<file path="config.mk">
export PLATFORM = sky130hd
export DESIGN_NAME = control_fsm_flat
export DESIGN_NICKNAME = d
export VERILOG_FILES = /design/src/rtl/control_fsm_if.sv /design/src/rtl/control_fsm.sv /design/src/flat_wrapper.sv
export SDC_FILE = /design/constraint.sdc
export NUM_CORES = 1
export LEC_CHECK = 0
export BUFFER_PORTS_ARGS = -buffer_cell sky130_fd_sc_hd__buf_4
export CAP_MARGIN = 25
export CORE_UTILIZATION = 38
export CTS_CLUSTER_DIAMETER = 80
export DETAILED_ROUTE_END_ITERATION = 8
export GPL_ROUTABILITY_DRIVEN = 0
export PLACE_DENSITY = 0.69
export SLEW_MARGIN = 20
export SYNTH_ARGS = -nofsm -noshare
export SYNTH_HDL_FRONTEND = slang
export SYNTH_SLANG_ARGS = --single-unit
export TNS_END_PERCENT = 30
</file>
<file path="constraint.sdc">
create_clock -name i_clk -period 2 [get_ports i_clk]
set_clock_uncertainty 0.2 [all_clocks]
set_input_delay 0 -clock i_clk [delete_from_list [all_inputs] [get_ports i_clk]]
set_output_delay 0 -clock i_clk [all_outputs]
set_load 0.05 [all_outputs]
</file>
<file path="src/rtl/control_fsm_if.sv">
// Handshake and strobe bundle between the CoreTech main control FSM and its datapath.
// The slave modport is the controller side; master is the datapath/memory side.
interface control_fsm_if;
    logic        i_Start;
    logic [15:0] i_Instr;
    logic        i_MemReady;
    logic        i_Zero;

    logic        o_MemRead;
    logic        o_MemWrite;
    logic        o_IorD;
    logic        o_IRWrite;
    logic        o_PCInc;
    logic        o_PCLoad;
    logic [1:0]  o_ALUOp;
    logic        o_ALUSrc;
    logic        o_RegWrite;
    logic        o_MemToReg;
    logic        o_Illegal;
    logic        o_Halted;
    logic [15:0] o_InstrCount;

    modport master (
        output i_Start, i_Instr, i_MemReady, i_Zero,
        input  o_MemRead, o_MemWrite, o_IorD, o_IRWrite, o_PCInc, o_PCLoad,
               o_ALUOp, o_ALUSrc, o_RegWrite, o_MemToReg, o_Illegal, o_Halted,
               o_InstrCount
    );

    modport slave (
        input  i_Start, i_Instr, i_MemReady, i_Zero,
        output o_MemRead, o_MemWrite, o_IorD, o_IRWrite, o_PCInc, o_PCLoad,
               o_ALUOp, o_ALUSrc, o_RegWrite, o_MemToReg, o_Illegal, o_Halted,
               o_InstrCount
    );
endinterface

</file>
<file path="src/rtl/control_fsm.sv">
// Multi-cycle main control FSM: fetch/decode/exec/mem/writeback sequencing with a
// ready handshake on memory, plus a 16-bit retired-instruction counter.
module control_fsm (
    input  logic        i_clk,
    input  logic        i_rst,
    control_fsm_if.slave bus
);
    typedef enum logic [2:0] {
        S_IDLE,
        S_FETCH,
        S_DECODE,
        S_EXEC,
        S_MEM,
        S_WB,
        S_HALT
    } state_t;

    state_t      state_q, state_d;
    logic [15:0] count_q;
    logic        retire;

    logic [3:0]  opcode;
    logic        is_alu, is_load, is_store, is_beq, is_halt, is_illegal;
    logic        unused_instr;

    assign opcode       = bus.i_Instr[15:12];
    assign unused_instr = ^bus.i_Instr[11:0];
    assign is_alu       = (opcode[3:2] == 2'b00);
    assign is_load      = (opcode == 4'b0100);
    assign is_store     = (opcode == 4'b0101);
    assign is_beq       = (opcode == 4'b0110);
    assign is_halt      = (opcode == 4'b1111);
    assign is_illegal   = !(is_alu || is_load || is_store || is_beq || is_halt);

    always_ff @(posedge i_clk) begin
        if (i_rst) begin
            state_q <= S_IDLE;
            count_q <= '0;
        end else begin
            state_q <= state_d;
            if (retire)
                count_q <= count_q + 16'd1;
        end
    end

    assign bus.o_InstrCount = count_q;

    always_comb begin
        state_d        = state_q;
        retire         = 1'b0;
        bus.o_MemRead  = 1'b0;
        bus.o_MemWrite = 1'b0;
        bus.o_IorD     = 1'b0;
        bus.o_IRWrite  = 1'b0;
        bus.o_PCInc    = 1'b0;
        bus.o_PCLoad   = 1'b0;
        bus.o_ALUOp    = 2'b00;
        bus.o_ALUSrc   = 1'b0;
        bus.o_RegWrite = 1'b0;
        bus.o_MemToReg = 1'b0;
        bus.o_Illegal  = 1'b0;
        bus.o_Halted   = 1'b0;

        case (state_q)
            S_IDLE: begin
                if (bus.i_Start)
                    state_d = S_FETCH;
            end
            S_FETCH: begin
                bus.o_MemRead = 1'b1;
                if (bus.i_MemReady) begin
                    bus.o_IRWrite = 1'b1;
                    bus.o_PCInc   = 1'b1;
                    state_d       = S_DECODE;
                end
            end
            S_DECODE: begin
                if (is_halt)
                    state_d = S_HALT;
                else if (is_illegal) begin
                    bus.o_Illegal = 1'b1;
                    state_d       = S_FETCH;
                end else
                    state_d = S_EXEC;
            end
            S_EXEC: begin
                // ADD/SUB/AND/OR opcodes carry their ALU class in the low two bits.
                if (is_alu) begin
                    bus.o_ALUOp = opcode[1:0];
                    state_d     = S_WB;
                end else if (is_load || is_store) begin
                    bus.o_ALUSrc = 1'b1;
                    state_d      = S_MEM;
                end else begin
                    bus.o_ALUOp  = 2'b01;
                    bus.o_PCLoad = bus.i_Zero;
                    retire       = 1'b1;
                    state_d      = S_FETCH;
                end
            end
            S_MEM: begin
                bus.o_IorD     = 1'b1;
                bus.o_ALUSrc   = 1'b1;
                bus.o_MemRead  = is_load;
                bus.o_MemWrite = is_store;
                if (bus.i_MemReady) begin
                    if (is_load)
                        state_d = S_WB;
                    else begin
                        retire  = 1'b1;
                        state_d = S_FETCH;
                    end
                end
            end
            S_WB: begin
                bus.o_RegWrite = 1'b1;
                bus.o_MemToReg = is_load;
                retire         = 1'b1;
                state_d        = S_FETCH;
            end
            S_HALT: begin
                bus.o_Halted = 1'b1;
            end
            default: state_d = S_IDLE;
        endcase
    end
endmodule

</file>
<file path="src/flat_wrapper.sv">
// flat-port wrapper written by rule: the top's interface ports become plain ports
module control_fsm_flat 
  (i_clk, i_rst, bus_i_Start, bus_i_Instr, bus_i_MemReady, bus_i_Zero, bus_o_MemRead, bus_o_MemWrite, bus_o_IorD, bus_o_IRWrite, bus_o_PCInc, bus_o_PCLoad, bus_o_ALUOp, bus_o_ALUSrc, bus_o_RegWrite, bus_o_MemToReg, bus_o_Illegal, bus_o_Halted, bus_o_InstrCount);
  control_fsm_if bus_i ();
  input  logic i_clk;
  input  logic i_rst;
  input wire logic [$bits(bus_i.i_Start)-1:0] bus_i_Start;
  input wire logic [$bits(bus_i.i_Instr)-1:0] bus_i_Instr;
  input wire logic [$bits(bus_i.i_MemReady)-1:0] bus_i_MemReady;
  input wire logic [$bits(bus_i.i_Zero)-1:0] bus_i_Zero;
  output wire logic [$bits(bus_i.o_MemRead)-1:0] bus_o_MemRead;
  output wire logic [$bits(bus_i.o_MemWrite)-1:0] bus_o_MemWrite;
  output wire logic [$bits(bus_i.o_IorD)-1:0] bus_o_IorD;
  output wire logic [$bits(bus_i.o_IRWrite)-1:0] bus_o_IRWrite;
  output wire logic [$bits(bus_i.o_PCInc)-1:0] bus_o_PCInc;
  output wire logic [$bits(bus_i.o_PCLoad)-1:0] bus_o_PCLoad;
  output wire logic [$bits(bus_i.o_ALUOp)-1:0] bus_o_ALUOp;
  output wire logic [$bits(bus_i.o_ALUSrc)-1:0] bus_o_ALUSrc;
  output wire logic [$bits(bus_i.o_RegWrite)-1:0] bus_o_RegWrite;
  output wire logic [$bits(bus_i.o_MemToReg)-1:0] bus_o_MemToReg;
  output wire logic [$bits(bus_i.o_Illegal)-1:0] bus_o_Illegal;
  output wire logic [$bits(bus_i.o_Halted)-1:0] bus_o_Halted;
  output wire logic [$bits(bus_i.o_InstrCount)-1:0] bus_o_InstrCount;
  assign bus_i.i_Start = bus_i_Start;
  assign bus_i.i_Instr = bus_i_Instr;
  assign bus_i.i_MemReady = bus_i_MemReady;
  assign bus_i.i_Zero = bus_i_Zero;
  assign bus_o_MemRead = bus_i.o_MemRead;
  assign bus_o_MemWrite = bus_i.o_MemWrite;
  assign bus_o_IorD = bus_i.o_IorD;
  assign bus_o_IRWrite = bus_i.o_IRWrite;
  assign bus_o_PCInc = bus_i.o_PCInc;
  assign bus_o_PCLoad = bus_i.o_PCLoad;
  assign bus_o_ALUOp = bus_i.o_ALUOp;
  assign bus_o_ALUSrc = bus_i.o_ALUSrc;
  assign bus_o_RegWrite = bus_i.o_RegWrite;
  assign bus_o_MemToReg = bus_i.o_MemToReg;
  assign bus_o_Illegal = bus_i.o_Illegal;
  assign bus_o_Halted = bus_i.o_Halted;
  assign bus_o_InstrCount = bus_i.o_InstrCount;
  control_fsm u_core (.i_clk(i_clk), .i_rst(i_rst), .bus(bus_i));
endmodule
</file>
# Word-level counts from Yosys, hierarchy flattened
# Cells that the tools add are included.
# classes
n_eq_ne,13
div,0
mul,0
bitwise_logic,1
reduce_logical,8
n_mux,34
order_cmp,0
shift,0
add_sub_neg,1
# ops
cell,n
3-bit two-way mux,7
3-bit one-hot mux with 7 select lines,1
1-bit two-way mux,20
"16-bit by 1-bit adder with 16-bit output, second input constant",1
"4-bit by 3-bit == test with 1-bit output, second input constant",3
"3-bit == test, second input constant",3
"3-bit by 2-bit == test with 1-bit output, second input constant",2
2-bit two-way mux,3
"2-bit inequality test, second input constant",3
1-bit logical OR,5
"4-bit == test, second input constant",1
1-bit one-hot mux with 2 select lines,2
4-bit AND reduction,1
"3-bit by 1-bit == test with 1-bit output, second input constant",1
3-bit logical NOT,1
1-bit one-hot mux with 3 select lines,1
2-bit logical NOT,1
1-bit NOT,1
# word_totals
word_cells,59
mem_bits_rw,0
output_inout_bits,29
mem_bits_ro,0
latch_bits,0
in_bits,21
mem_count,0
register_bits,19

# Longest topological paths before layout
# depth
ltp_word,8
ltp_mapped,6
depth_no_buf,5

# Least setup slack after synthesis
# No wires, ideal clock.
# synth_timing
path_kind,register to output
startpoint,reg u_core.state_q[1]
endpoint,out bus_o_MemWrite
slack_ns,-0.587
n_path_buf,1
required_time_ns,1.800
path_stages_with_launch,4
arrival_ns,2.387
cell_sequence,dfxtp_1 -> clkbuf_1 -> nor3_1 -> and3_1
# synth_via
elab_chain_len,2
# synth_rtl
element,line_no,rtl
"start, declared",control_fsm.sv:18,"state_t state_q, state_d;"
"start signal, assigned",control_fsm.sv:40,state_q <= state_d;
3-bit == test,control_fsm.sv:64,case (state_q)
1-bit two-way mux,control_fsm.sv:64,
"end, declared",flat_wrapper.sv:12,output wire logic [$bits(bus_i.o_MemWrite)-1:0] bus_o_MemWrite;
# No other way between the ends.

# Worst setup path after layout
# layout_timing
startpoint,in bus_i_Instr[15]
endpoint,"reg u_core.count_q[5], in the netlist u_core.bus.o_InstrCount[5]"
# layout_via
elab_chain_len,5
elab_cells_between_ends,9
classes_between,eq/ne: 2; mux: 5; reduce/logical: 2
# layout_rtl
element,line_no,rtl
"start, declared",flat_wrapper.sv:8,input wire logic [$bits(bus_i.i_Instr)-1:0] bus_i_Instr;
4-bit by 3-bit == test with 1-bit output (on tied branches),"control_fsm.sv:29, control_fsm.sv:30",
1-bit logical OR,control_fsm.sv:91,end else if (is_load || is_store) begin
1-bit two-way mux,control_fsm.sv:91,
1-bit two-way mux,control_fsm.sv:88,if (is_alu) begin
1-bit one-hot mux with 3 select lines *,control_fsm.sv:64,
"end signal, assigned",control_fsm.sv:42,count_q <= count_q + 16'd1;
"end, declared",control_fsm.sv:19,logic [15:0] count_q;
# Mark *: on every way between the ends. The rest lies on a longest branch, timed or not.
# A chain may end at the register's enable or synchronous reset.

==> results.json <==
{
  "yosys_warnings": 0,
  "p_leak_uw": 0.0006772,
  "synthCells": 140,
  "seq_area_frac_synth_pct": 33.48,
  "grt_max_degree": 21,
  "dieWidth_um": 56.68,
  "postPlaceCellArea_um2": 1513,
  "cts.htree.levels": 1,
  "place_hpwl_um": 2000,
  "violations": "design-rule violations",
  "area_delta_synth_final_pct": 42.40,
  "synth-edff-count": 0,
  "die_h_um": 56.68,
  "synth.top_cell.area_share_pct": 33.48,
  "ys_top_cells_by_count": "dfxtp_1 (19), nor2_1 (17), a21oi_1 (12)",
  "tightest_slew_ns": 0.3861,
  "synth_top_area_cell": "dfxtp_1",
  "syn-cell-area_um2": 1136,
  "design_area_um2": 1618,
  "setup_violations": 0,
  "period_share_pct": 96.97,
  "multiInputGateArea_um2": 740.7,
  "tritoncts": "done",
  "path_max_fanout": 8,
  "cts_buffers": 3,
  "worstPathArrival_ns": 1.93,
  "grt_pass1_vias": 1082,
  "route.detailed.wl_per_inst_um": 12.82,
  "ys.flop_type": "dfxtp_1",
  "vias_per_cell": 5.427,
  "status": "finished with violations",
  "critPathLaunchType": "input port",
  "nets": 212,
  "coreArea_um2": 2805,
  "relSlewSlack_pct": 74.15,
  "drc": 2,
  "synthTopCellsByArea": "dfxtp_1 (33%), xor2_1 (7.7%), nor2_1 (5.6%), a21oi_1 (5.3%), o21ai_0 (4.8%)",
  "worstSetupEndpointType": "flop",
  "ant_nets": 0,
  "clock-sinks": 19,
  "drive_above_1_share_pct": 33.33,
  "ys_types": 40,
  "fp-row-count": 19,
  "dr.pass1.iters": 6,
  "period_minus_slack_ns": 1.939,
  "hold_path.class": "input port to flop",
  "antenna_found_initial": 0,
  "max_cap_viol_count": 0,
  "synth_most_common_cell": "dfxtp_1",
  "drt_wl_total_um": 2821,
  "power.density_nw_per_um2": 459.6,
  "final-max-slew-violation-count": 0,
  "track_usage_pct": 18.45,
  "nFillCells": 274,
  "pin_count": 50,
  "fmax_mhz": 515.6,
  "post-route-util_pct": 57.67,
  "port_buffers": 37,
  "cts-root-buf": "clkbuf_4",
  "dr.first_iter.drc_count": 32,
  "hold_viol_final": 0,
  "ir_drop_v": 0.0003773,
  "crit_type": "input port to flop",
  "seq_area_um2": 381.6,
  "syn_area_per_cell_um2": 8.115,
  "synthArstFlopShare_pct": 0,
  "dieArea_um2": 3213,
  "gr-total-overflow": 0,
  "initial_core_util_pct": 40.50,
  "diodes": 0,
  "synth_nets": 162,
  "clk_pin_slew_ns": 0.10,
  "vias": 1194,
  "grt_pass1_wl_um": 4678,
  "required_ns": 1.99,
  "cts_buffer_depth": 2,
  "ys_seq_elements": 19,
  "clock_latency_ns": 0.29,
  "rsz0062_at_grt": "no"
}
## cell usage in the layout (no fill, tap or decap), types with 4 or more instances in the layout
cell           count
nor2_1            17
buf_4             47
o21ai_0            9
dfxtp_1           18
inv_1              5
or3_1              6
a21oi_1           12
xor2_1            10
nand2_1            6
dlygate4sd3_1      4
and3_1             5
## through the flow
step | hold slack (ns) | worst slack, ns | power (uW) | TNS [ns] | cells
after floorplan | -0.09488 | -0.5201 | 498.2 | -1.110 | 140
after global placement | 0.05923 | 0.1236 | 548.2 | 0 | 212
after detailed placement | 0.06154 | 0.1020 | 549.9 | 0 | 212
after CTS | 0.04347 | 0.004582 | 749.0 | 0 | 220
after global routing | 0.06045 | 0.009486 | 782.2 | 0 | 220
final | 0.04864 | 0.06063 | 743.5 | 0 | 220
## state kept, by name, summed over array words and instances (netlist names)
name and cells:
u_core.bus.o_InstrCount 16, u_core.state_q 3
## where the power goes
part / total, uW / leakage, uW / internal, uW / switching, uW
sequential: 390 / 0.000154 / 384 / 5.87
combinational: 162 / 0.000508 / 61.3 / 101
clock: 191 / 0.0000150 / 77.6 / 114
## worst paths after layout
path | start | end | slack (ns) | cells after the start
min reg2reg | u_core.bus.o_InstrCount[15] | u_core.bus.o_InstrCount[15] | 0.30 | 2
max | bus_i_Instr[15] | u_core.bus.o_InstrCount[5] | 0.06 | 8
min | bus_i_Instr[14] | u_core.state_q[2] | 0.05 | 5
max reg2reg | u_core.state_q[2] | u_core.bus.o_InstrCount[13] | 0.15 | 5
## routing by layer
layer | wire (um) | track usage (%) | share of wire [%] | vias to the layer above
met5 | 0 | 0 | 0 | -
met4 | 28 | 3.929 | 0.99 | 0
met3 | 100 | 5.300 | 3.5 | 4
met2 | 1346 | 29.93 | 48 | 22
met1 | 1346 | 24.22 | 48 | 553
li1 | - | - | - | 615
## layout make-up
cell class / count / area share [%]
well taps: 31 / 2.398
clock buffers: 4 / 1.624
flip-flops and latches: 19 / 23.59
multi-input cells: 107 / 45.79
repair buffers: 52 / 24.98
inverters: 7 / 1.624
## what timing repair did
| item | CTS | global route |
|---|---|---|
| resized for setup | 0 | 9 |
| hold buffers | 4 | 0 |
| endpoints found under the setup margin | 0 | 13 |
| endpoints found under the hold margin | 19 | 0 |
| buffers inserted | 0 | 0 |
## cells by family (layout without fill, tap and decap cells)
family                   Yosys count  after routing  synth area share, %
AO/OA/AOI/OAI                     39             39                22.80
adder cells (fa/ha/maj)            1              1                1.101
XOR/XNOR                          10             10                7.709
multiplexers                       1              1               0.8811
AND/OR/NAND/NOR                   56             56                28.75
flip-flops                        19             19                33.48
buffers and inverters             14             63                5.285
## worst max-delay path: stages
cell           delay (ns)
dlygate4sd3_1        0.55
buf_4                0.16
or4b_4               0.48
nor4b_4              0.17
buf_6                0.15
o211ai_1             0.18
xor2_1               0.17
nor2_1               0.06
Power figures use the tool's default switching activity.
